$ cat src/rtl/rs_multi_cdb.sv
// ============================================================================
// Module   : rs_multi_cdb
// Brief    : Shared reservation station with multi-channel CDB wakeup and
//            one issue per FU type per cycle.
// Config   : RS_AGE_SELECT_EN - when defined, each port issues the oldest
//            eligible entry (age matrix); otherwise the lowest-index one.
// Revision : 1.0 - initial release
// ============================================================================
`default_nettype none

module rs_multi_cdb #(
  parameter int NUM_ENTRIES = 8,
  parameter int NUM_FU      = 4,
  parameter int NUM_CDB     = 2,
  parameter int TAG_W       = 6,
  parameter int FU_W        = 2,
  localparam int OCC_W      = $clog2(NUM_ENTRIES + 1),
  localparam int IDX_W      = $clog2(NUM_ENTRIES)
) (
  input  logic                       clk_i,
  input  logic                       rst_ni,
  input  logic                       en_i,
  input  logic                       flush_i,
  input  logic                       disp_valid_i,
  output logic                       disp_ready_o,
  input  logic [FU_W-1:0]            disp_fu_i,
  input  logic [TAG_W-1:0]           disp_dest_i,
  input  logic [TAG_W-1:0]           disp_t1_idx_i,
  input  logic                       disp_t1_rdy_i,
  input  logic [TAG_W-1:0]           disp_t2_idx_i,
  input  logic                       disp_t2_rdy_i,
  input  logic [NUM_CDB-1:0]         cdb_valid_i,
  input  logic [NUM_CDB*TAG_W-1:0]   cdb_tag_i,
  input  logic [NUM_FU-1:0]          fu_ready_i,
  output logic [NUM_FU-1:0]          iss_valid_o,
  output logic [NUM_FU*TAG_W-1:0]    iss_dest_o,
  output logic [NUM_FU*TAG_W-1:0]    iss_t1_idx_o,
  output logic [NUM_FU*TAG_W-1:0]    iss_t2_idx_o,
  output logic [OCC_W-1:0]           occupancy_o
);

  // Entry storage
  logic [NUM_ENTRIES-1:0] busy_q, busy_d;
  logic [NUM_ENTRIES-1:0] t1_rdy_q, t1_rdy_d;
  logic [NUM_ENTRIES-1:0] t2_rdy_q, t2_rdy_d;
  logic [FU_W-1:0]        fu_q     [NUM_ENTRIES];
  logic [FU_W-1:0]        fu_d     [NUM_ENTRIES];
  logic [TAG_W-1:0]       dest_q   [NUM_ENTRIES];
  logic [TAG_W-1:0]       dest_d   [NUM_ENTRIES];
  logic [TAG_W-1:0]       t1_idx_q [NUM_ENTRIES];
  logic [TAG_W-1:0]       t1_idx_d [NUM_ENTRIES];
  logic [TAG_W-1:0]       t2_idx_q [NUM_ENTRIES];
  logic [TAG_W-1:0]       t2_idx_d [NUM_ENTRIES];
  logic [OCC_W-1:0]       occ_q, occ_d;

`ifdef RS_AGE_SELECT_EN
  // age_q[i][j] = 1 means entry i was dispatched before entry j
  logic [NUM_ENTRIES-1:0] age_q [NUM_ENTRIES];
  logic [NUM_ENTRIES-1:0] age_d [NUM_ENTRIES];
`endif

  logic                   w_issue_en;
  logic [NUM_ENTRIES-1:0] w_elig;
  logic [NUM_ENTRIES-1:0] w_issued;
  logic [OCC_W-1:0]       w_n_issued;
  logic                   w_disp_fire;
  logic [IDX_W-1:0]       w_free_idx;

  // True when any valid CDB channel carries the given tag
  function automatic logic cdb_hit(input logic [TAG_W-1:0]         tag,
                                   input logic [NUM_CDB-1:0]       vld,
                                   input logic [NUM_CDB*TAG_W-1:0] tags);
    logic hit;
    hit = 1'b0;
    for (int c = 0; c < NUM_CDB; c++) begin
      if (vld[c] && (tags[c*TAG_W +: TAG_W] == tag)) hit = 1'b1;
    end
    return hit;
  endfunction

  // Eligibility from registered ready bits only, so wakeup never issues same cycle
  always_comb begin
    w_issue_en = en_i & ~flush_i;
    w_elig     = busy_q & t1_rdy_q & t2_rdy_q;
  end

  // Per-port selection of one eligible entry and issue output drive
  always_comb begin
    logic [NUM_ENTRIES-1:0] cand;
    logic [IDX_W-1:0]       pick;
    logic                   found;
`ifdef RS_AGE_SELECT_EN
    logic                   older;
`endif
    cand         = '0;
    pick         = '0;
    found        = 1'b0;
`ifdef RS_AGE_SELECT_EN
    older        = 1'b0;
`endif
    w_issued     = '0;
    iss_valid_o  = '0;
    iss_dest_o   = '0;
    iss_t1_idx_o = '0;
    iss_t2_idx_o = '0;
    for (int f = 0; f < NUM_FU; f++) begin
      for (int e = 0; e < NUM_ENTRIES; e++) begin
        cand[e] = w_elig[e] && (fu_q[e] == FU_W'(f));
      end
      pick  = '0;
      found = 1'b0;
`ifdef RS_AGE_SELECT_EN
      // Oldest candidate: no other candidate is older than it
      for (int e = 0; e < NUM_ENTRIES; e++) begin
        older = 1'b0;
        for (int j = 0; j < NUM_ENTRIES; j++) begin
          if (cand[j] && age_q[j][e]) older = 1'b1;
        end
        if (cand[e] && !older && !found) begin
          found = 1'b1;
          pick  = IDX_W'(e);
        end
      end
`else
      for (int e = 0; e < NUM_ENTRIES; e++) begin
        if (cand[e] && !found) begin
          found = 1'b1;
          pick  = IDX_W'(e);
        end
      end
`endif
      // An entry carries a single FU type, so it can never win two ports
      if (w_issue_en && fu_ready_i[f] && found) begin
        iss_valid_o[f]                   = 1'b1;
        w_issued[pick]                   = 1'b1;
        iss_dest_o[f*TAG_W +: TAG_W]     = dest_q[pick];
        iss_t1_idx_o[f*TAG_W +: TAG_W]   = t1_idx_q[pick];
        iss_t2_idx_o[f*TAG_W +: TAG_W]   = t2_idx_q[pick];
      end
    end
  end

  // Dispatch acceptance and lowest free slot (free in current state only)
  always_comb begin
    logic found;
    found        = 1'b0;
    w_free_idx   = '0;
    disp_ready_o = en_i & ~flush_i & ~(&busy_q);
    w_disp_fire  = disp_valid_i & disp_ready_o;
    for (int e = 0; e < NUM_ENTRIES; e++) begin
      if (!busy_q[e] && !found) begin
        found      = 1'b1;
        w_free_idx = IDX_W'(e);
      end
    end
  end

  // Count of entries leaving via issue this cycle
  always_comb begin
    w_n_issued = '0;
    for (int e = 0; e < NUM_ENTRIES; e++) begin
      w_n_issued = w_n_issued + OCC_W'(w_issued[e]);
    end
  end

  // Next-state: flush dominates, otherwise wakeup, issue retire and dispatch when enabled
  always_comb begin
    busy_d   = busy_q;
    t1_rdy_d = t1_rdy_q;
    t2_rdy_d = t2_rdy_q;
    fu_d     = fu_q;
    dest_d   = dest_q;
    t1_idx_d = t1_idx_q;
    t2_idx_d = t2_idx_q;
    occ_d    = occ_q;
`ifdef RS_AGE_SELECT_EN
    age_d    = age_q;
`endif
    if (flush_i) begin
      busy_d = '0;
      occ_d  = '0;
`ifdef RS_AGE_SELECT_EN
      for (int i = 0; i < NUM_ENTRIES; i++) age_d[i] = '0;
`endif
    end else if (en_i) begin
      for (int e = 0; e < NUM_ENTRIES; e++) begin
        if (busy_q[e] && cdb_hit(t1_idx_q[e], cdb_valid_i, cdb_tag_i)) t1_rdy_d[e] = 1'b1;
        if (busy_q[e] && cdb_hit(t2_idx_q[e], cdb_valid_i, cdb_tag_i)) t2_rdy_d[e] = 1'b1;
      end
      busy_d = busy_d & ~w_issued;
      if (w_disp_fire) begin
        busy_d[w_free_idx]   = 1'b1;
        fu_d[w_free_idx]     = disp_fu_i;
        dest_d[w_free_idx]   = disp_dest_i;
        t1_idx_d[w_free_idx] = disp_t1_idx_i;
        t2_idx_d[w_free_idx] = disp_t2_idx_i;
        t1_rdy_d[w_free_idx] = disp_t1_rdy_i | cdb_hit(disp_t1_idx_i, cdb_valid_i, cdb_tag_i);
        t2_rdy_d[w_free_idx] = disp_t2_rdy_i | cdb_hit(disp_t2_idx_i, cdb_valid_i, cdb_tag_i);
`ifdef RS_AGE_SELECT_EN
        // Every currently busy entry is older than the newcomer
        for (int i = 0; i < NUM_ENTRIES; i++) age_d[i][w_free_idx] = busy_q[i];
        age_d[w_free_idx] = '0;
`endif
      end
      occ_d = occ_q + OCC_W'(w_disp_fire) - w_n_issued;
    end
  end

  // State register with asynchronous clear
  always_ff @(posedge clk_i or negedge rst_ni) begin
    if (!rst_ni) begin
      busy_q   <= '0;
      t1_rdy_q <= '0;
      t2_rdy_q <= '0;
      occ_q    <= '0;
      for (int e = 0; e < NUM_ENTRIES; e++) begin
        fu_q[e]     <= '0;
        dest_q[e]   <= '0;
        t1_idx_q[e] <= '0;
        t2_idx_q[e] <= '0;
`ifdef RS_AGE_SELECT_EN
        age_q[e]    <= '0;
`endif
      end
    end else begin
      busy_q   <= busy_d;
      t1_rdy_q <= t1_rdy_d;
      t2_rdy_q <= t2_rdy_d;
      occ_q    <= occ_d;
      fu_q     <= fu_d;
      dest_q   <= dest_d;
      t1_idx_q <= t1_idx_d;
      t2_idx_q <= t2_idx_d;
`ifdef RS_AGE_SELECT_EN
      age_q    <= age_d;
`endif
    end
  end

  assign occupancy_o = occ_q;

endmodule

`default_nettype wire

$ cat config.mk
export PLATFORM = sky130hd
export DESIGN_NAME = rs_multi_cdb
export DESIGN_NICKNAME = d
export VERILOG_FILES = /design/src/rtl/rs_multi_cdb.sv
export SDC_FILE = /design/constraint.sdc
export NUM_CORES = 1
export LEC_CHECK = 0
export CORE_UTILIZATION = 30
export DETAILED_ROUTE_END_ITERATION = 8
export PLACE_DENSITY = 0.46
export SETUP_SLACK_MARGIN = 0.02
export SLEW_MARGIN = 40
export SYNTH_ARGS = -nofsm -noshare
export SYNTH_HDL_FRONTEND = slang
export SYNTH_SLANG_ARGS = --single-unit
$ cat constraint.sdc
create_clock -name clk_i -period 10.62 [get_ports clk_i]
set_input_delay 1.593 -clock clk_i [delete_from_list [all_inputs] [get_ports clk_i]]
set_output_delay 1.593 -clock clk_i [all_outputs]
set_load 0.05 [all_outputs]
### Word level (Yosys, flattened, before mapping)

Cells that the tools add are included.

| word-level totals | value |
|---|---|
| register bits | 188 |
| memories | 0 |
| bits in latches | 0 |
| input bits | 45 |
| memory bits (writable) | 0 |
| word-level logic and storage cells | 606 |
| output and inout port bits | 81 |
| ROM bits | 0 |

| operators by class | value |
|---|---|
| shift operators | 0 |
| multipliers | 0 |
| mux-type cells | 279 |
| bitwise operators | 20 |
| divide/modulo/power cells | 0 |
| equal/unequal tests | 60 |
| reduce and logical (&&, ||, !) cells | 186 |
| add/sub/neg operators | 9 |
| order comparisons | 16 |

Operator list:

| cell | count |
|---|---|
| $mux W6 | 37 |
| $bmux W6 S3 | 12 |
| $eq A6 B6 Y1 | 36 |
| $mux W1 | 175 |
| $bwmux W48 | 3 |
| $logic_and A1 B1 Y1 | 133 |
| $mux W3 | 30 |
| $mux W8 | 9 |
| $logic_not A1 Y1 | 41 |
| $eq A2 B2 Y1 const B | 16 |
| $or A8 B8 Y8 | 4 |
| $and A8 B8 Y8 | 3 |
| $add A4 B1 Y4 | 5 |
| $ge A4 B4 Y1 const B | 5 |
| $lt A3 B4 Y1 const B | 5 |
| $not A3 Y4 | 5 |
| $demux W6 S3 | 1 |
| $bwmux W16 | 1 |
| $bwmux W8 | 2 |
| $eq A2 B1 Y1 const B | 8 |
| $logic_not A2 Y1 | 8 |
| $demux W1 S3 | 5 |
| $ge A3 B1 Y1 const B | 5 |
| $mux W4 | 2 |
| 15 further kinds | 19 |

### Longest topological paths before layout

| logic depth | value |
|---|---|
| word-level depth | 46 |
| mapped depth | 22 |

### Worst setup path before layout

Ideal clock, no wire load.

| timing | value |
|---|---|
| path kind | input port to output port |
| start point | input en_i |
| end point | output iss_t2_idx_o[4] |
| stages on the path | 6 |
| required time | 9.027 ns |
| setup slack | 4.168 ns |
| arrival time | 4.859 ns |
| path through | buf_2 > nor2b_1 > buf_2 > and2_1 > o21ai_1 > a2111oi_0 |

| on the way | value |
|---|---|
| longest elaborated chain between the ends | 4 |

RTL lines:

| element | RTL line | source |
|---|---|---|
| start: declaration | 22 | `input logic en_i,` |
| $and A1 B1 Y1 | 83 | `w_issue_en = en_i & ~flush_i;` |
| $logic_and A1 B1 Y1 (2 in a row) | 133 | `if (w_issue_en && fu_ready_i[f] && found) begin` |
| $mux W6 | 133 |  |
| end: declaration | 38 | `output logic [NUM_FU*TAG_W-1:0] iss_t2_idx_o,` |

No other way between the ends.

### Final worst setup path

| timing | value |
|---|---|
| start point | input flush_i |
| end point | output iss_t2_idx_o[6] |

| on the way | value |
|---|---|
| longest elaborated chain between the ends | 5 |

RTL lines:

| element | RTL line | source |
|---|---|---|
| start: declaration | 23 | `input logic flush_i,` |
| $not A1 Y1 (no source line) | n/a |  |
| $and A1 B1 Y1 | 83 |  |
| $logic_and A1 B1 Y1 (2 in a row) | 133 |  |
| $mux W6 | 133 |  |

No other way between the ends.

==> impl_metrics.toml <==
[timing]
setup_violations = 0
fmax_mhz = 128
rsz0062_at_grt = "no"
maxSlewViolCount = 0
hold_viol_final = 0
setup_tns_ns = 0
skew_ns = 0.0146
worst_slew_pin_slew_ns = 0.879
relSlewSlack_pct = 41.2
fin_crit_sh_pct = 73.9
period_minus_slack_ns = 7.84

[route]
dr_wl_met3_um = 5820
wl_met2_um = 34300
dr.max_layer_used = "met4"
final_antenna_net_count = 0
routed_wl_um = 77100
drc = 0
dr.pass1.iters = 6
wl_met1_um = 33100
routed_via_density = 6.54
vias = 15700
first_iter_violations = 2019
wl_per_cell_um = 32.1

[layout]
layout.nets = 1756
final_util_pct = 34.9
area_growth_pct = 13.8
mostFrequentLayoutCells = "188 x dfrtp_1, 182 x mux2_2, 124 x o22ai_1"
final_common_cell = "dfrtp_1"
antenna_cells = 0
drive_above_1_share_pct = 19.2

[yosys]
ys_warn_count = 0
synth_edf_count = 0
synth-seq-area-share_pct = 28.9
ys_async_sr_fraction_pct = 100
synth_seq_cells = 188
synth_area_um2 = 16300
yosysUniqueCellTypes = 75
synthesis.nets = 1810
postSynthAreaPerCell_um2 = 9.28
syn_inst = 1752
ys.flop_type = "dfrtp_1"

[worst_setup_path]
cp.required_ns = 9.03
rr_worst_depth = 20
crit_type = "input port to primary output"
cp_data_arrival_time_ns = 6.25
cp_cell_sequence = "clkdlybuf4s50_1 > nor2b_1 > nand2_1 > a41oi_2 > o221ai_1 > mux2_2 > a211oi_1 > clkdlybuf4s50_1"
r2r-start = "busy_q[4]$_DFFE_PN0P_"
cp-end-kind = "primary output"
regToRegSetupSlack_ns = 4.36
critical_path.slowest_cell = "clkdlybuf4s50_1"
cp_common_cell = "clkdlybuf4s50_1"
cpPeakStageDelay_ns = 0.94
startpoint_type = "input port"
cp_max_fo = 15
timing.rr.end = "occupancy_o[3]$_DFFE_PN0P_"

[placement]
io_buffers = 125
detailed_place_hpwl_um = 51800
gp_congestion = 0.937

[clock_network]
clock_latency_ns = 0.52
cts-root-buf = "clkbuf_16"
cts.htree.levels = 4
cts.sinks = 188
cts_buffers = 17
clk_pin_slew_ns = 0.07
cts_tree = "done"
post-cts-setup-buffers = 0
postCtsHoldBufs = 0
post_cts_resized = 0
clk_path_buf_depth = 2

[floorplan]
initial_core_util_pct = 30.6
fp.dieH_um = 235
die-area_um2 = 55100
die_w_um = 235
core_area_um2 = 53100
rows = 84
ios = 126

[min_path]
min-delay-start = "dest_q[42]$_DFFE_PN0P_"
hold_class = "register to register"
holdPathStages = 1
hold_path_end = "dest_q[42]$_DFFE_PN0P_"

[global_route]
grt_start_max_net_pins = 70
gr-total-overflow = 0
grt_pass1_wl_um = 111000
grt_pass1_vias = 15100
antenna_found_initial = 1
grt_use_total_pct = 27.7

[pwr]
leakagePower_nw = 7.23
p_per_area_nw_per_um2 = 108
max-vdd-ir-drop_v = 0.000129

[run_status]
status = "finished clean"

[job]
max_cap_viol_count = 0
[per-layer routing]
metal	vias to the layer above	global-route usage (%)
met5	-	0
met4	0	14.1
met3	180	5.27
met2	893	43.0
met1	7978	36.5
li1	6635	-
[how the worst max path moves through the flow]
stage,depth (start not counted),startpoint,slack (ns),endpoint
finish,8,flush_i,2.78,iss_t2_idx_o[6]
global route,8,flush_i,2.66,iss_t2_idx_o[6]
CTS,8,flush_i,2.95,iss_t2_idx_o[6]
detailed placement,8,flush_i,2.96,iss_t2_idx_o[6]
global placement,8,flush_i,3.09,iss_t2_idx_o[6]
floorplan,6,en_i,4.17,iss_t2_idx_o[4]
[metrics by stage]
| step | cells | worst slack [ns] | power [W] | hold slack (ns) | cell area [um^2] |
|---|---|---|---|---|---|
| 3_5_place_dp | 2366 | 2.96 | 0.00128 | 0.533 | 17800 |
| 2_1_floorplan | 1752 | 4.17 | 0.00113 | 0.498 | 16300 |
| 4_1_cts | 2398 | 2.95 | 0.00201 | 0.555 | 18500 |
| 5_1_grt | 2399 | 2.66 | 0.00207 | 0.567 | 18500 |
| 3_3_place_gp | 2366 | 3.09 | 0.00127 | 0.520 | 17800 |
| 6_report | 2399 | 2.78 | 0.00199 | 0.551 | 18500 |
[critical path, delay by kind of cell]
kind / cells / cell delay, ns
buffers and inverters: 2 / 1.67
AO/OA/AOI/OAI: 3 / 1.62
AND/OR/NAND/NOR: 2 / 1.03
multiplexers: 1 / 0.31
[report_power, final]
part / switching (W) / total [W] / internal (W)
registers: 0.000134 / 0.000900 / 0.000766
clock network: 0.000371 / 0.000724 / 0.000352
logic: 0.000187 / 0.000371 / 0.000184
total: 0.000692 / 0.00199 / 0.00130
[cells in the mapped netlist (all sizes together) (20+ instances only)]
master / instances / area, um^2
a21oi: 22 / 114
nand4: 49 / 307
nor2: 42 / 158
buf: 101 / 490
o22a: 60 / 526
nand2: 20 / 75.1
nor4: 101 / 701
xnor2: 109 / 955
mux2: 201 / 2310
o22ai: 124 / 776
clkbuf: 152 / 571
inv: 59 / 221
dfrtp: 188 / 4700
o221ai: 53 / 464
xor2: 110 / 963
a211oi: 97 / 743
a2111oi: 45 / 404
o21ai: 33 / 165
[state kept, by name, summed over array words and instances, names as in the netlist]
| signal | count |
|---|---|
| t2_idx_q | 48 |
| t2_rdy_q | 8 |
| t1_rdy_q | 8 |
| busy_q | 8 |
| dest_q | 48 |
| occupancy_o | 4 |
| fu_q | 16 |
| t1_idx_q | 48 |
[kinds of logic after synthesis]
group           Yosys count  synth area share [%]
xor+xnor                219                  11.8
buf+inv                 313                  7.91
simple gates            300                  11.6
fa+ha+maj                13                  1.28
compound gates          500                  23.2
mux                     219                  15.3
flops                   188                  28.9
[layout make-up]
class	instances	area [um^2]
clock buffer	18	439
fill	5387	34600
clock inverter	14	206
tap	688	861
multi-input combinational	1251	10400
sequential	188	4700
inverter	60	225
timing repair buffer	180	1670
Note: power is estimated with default switching activity, not from simulation.
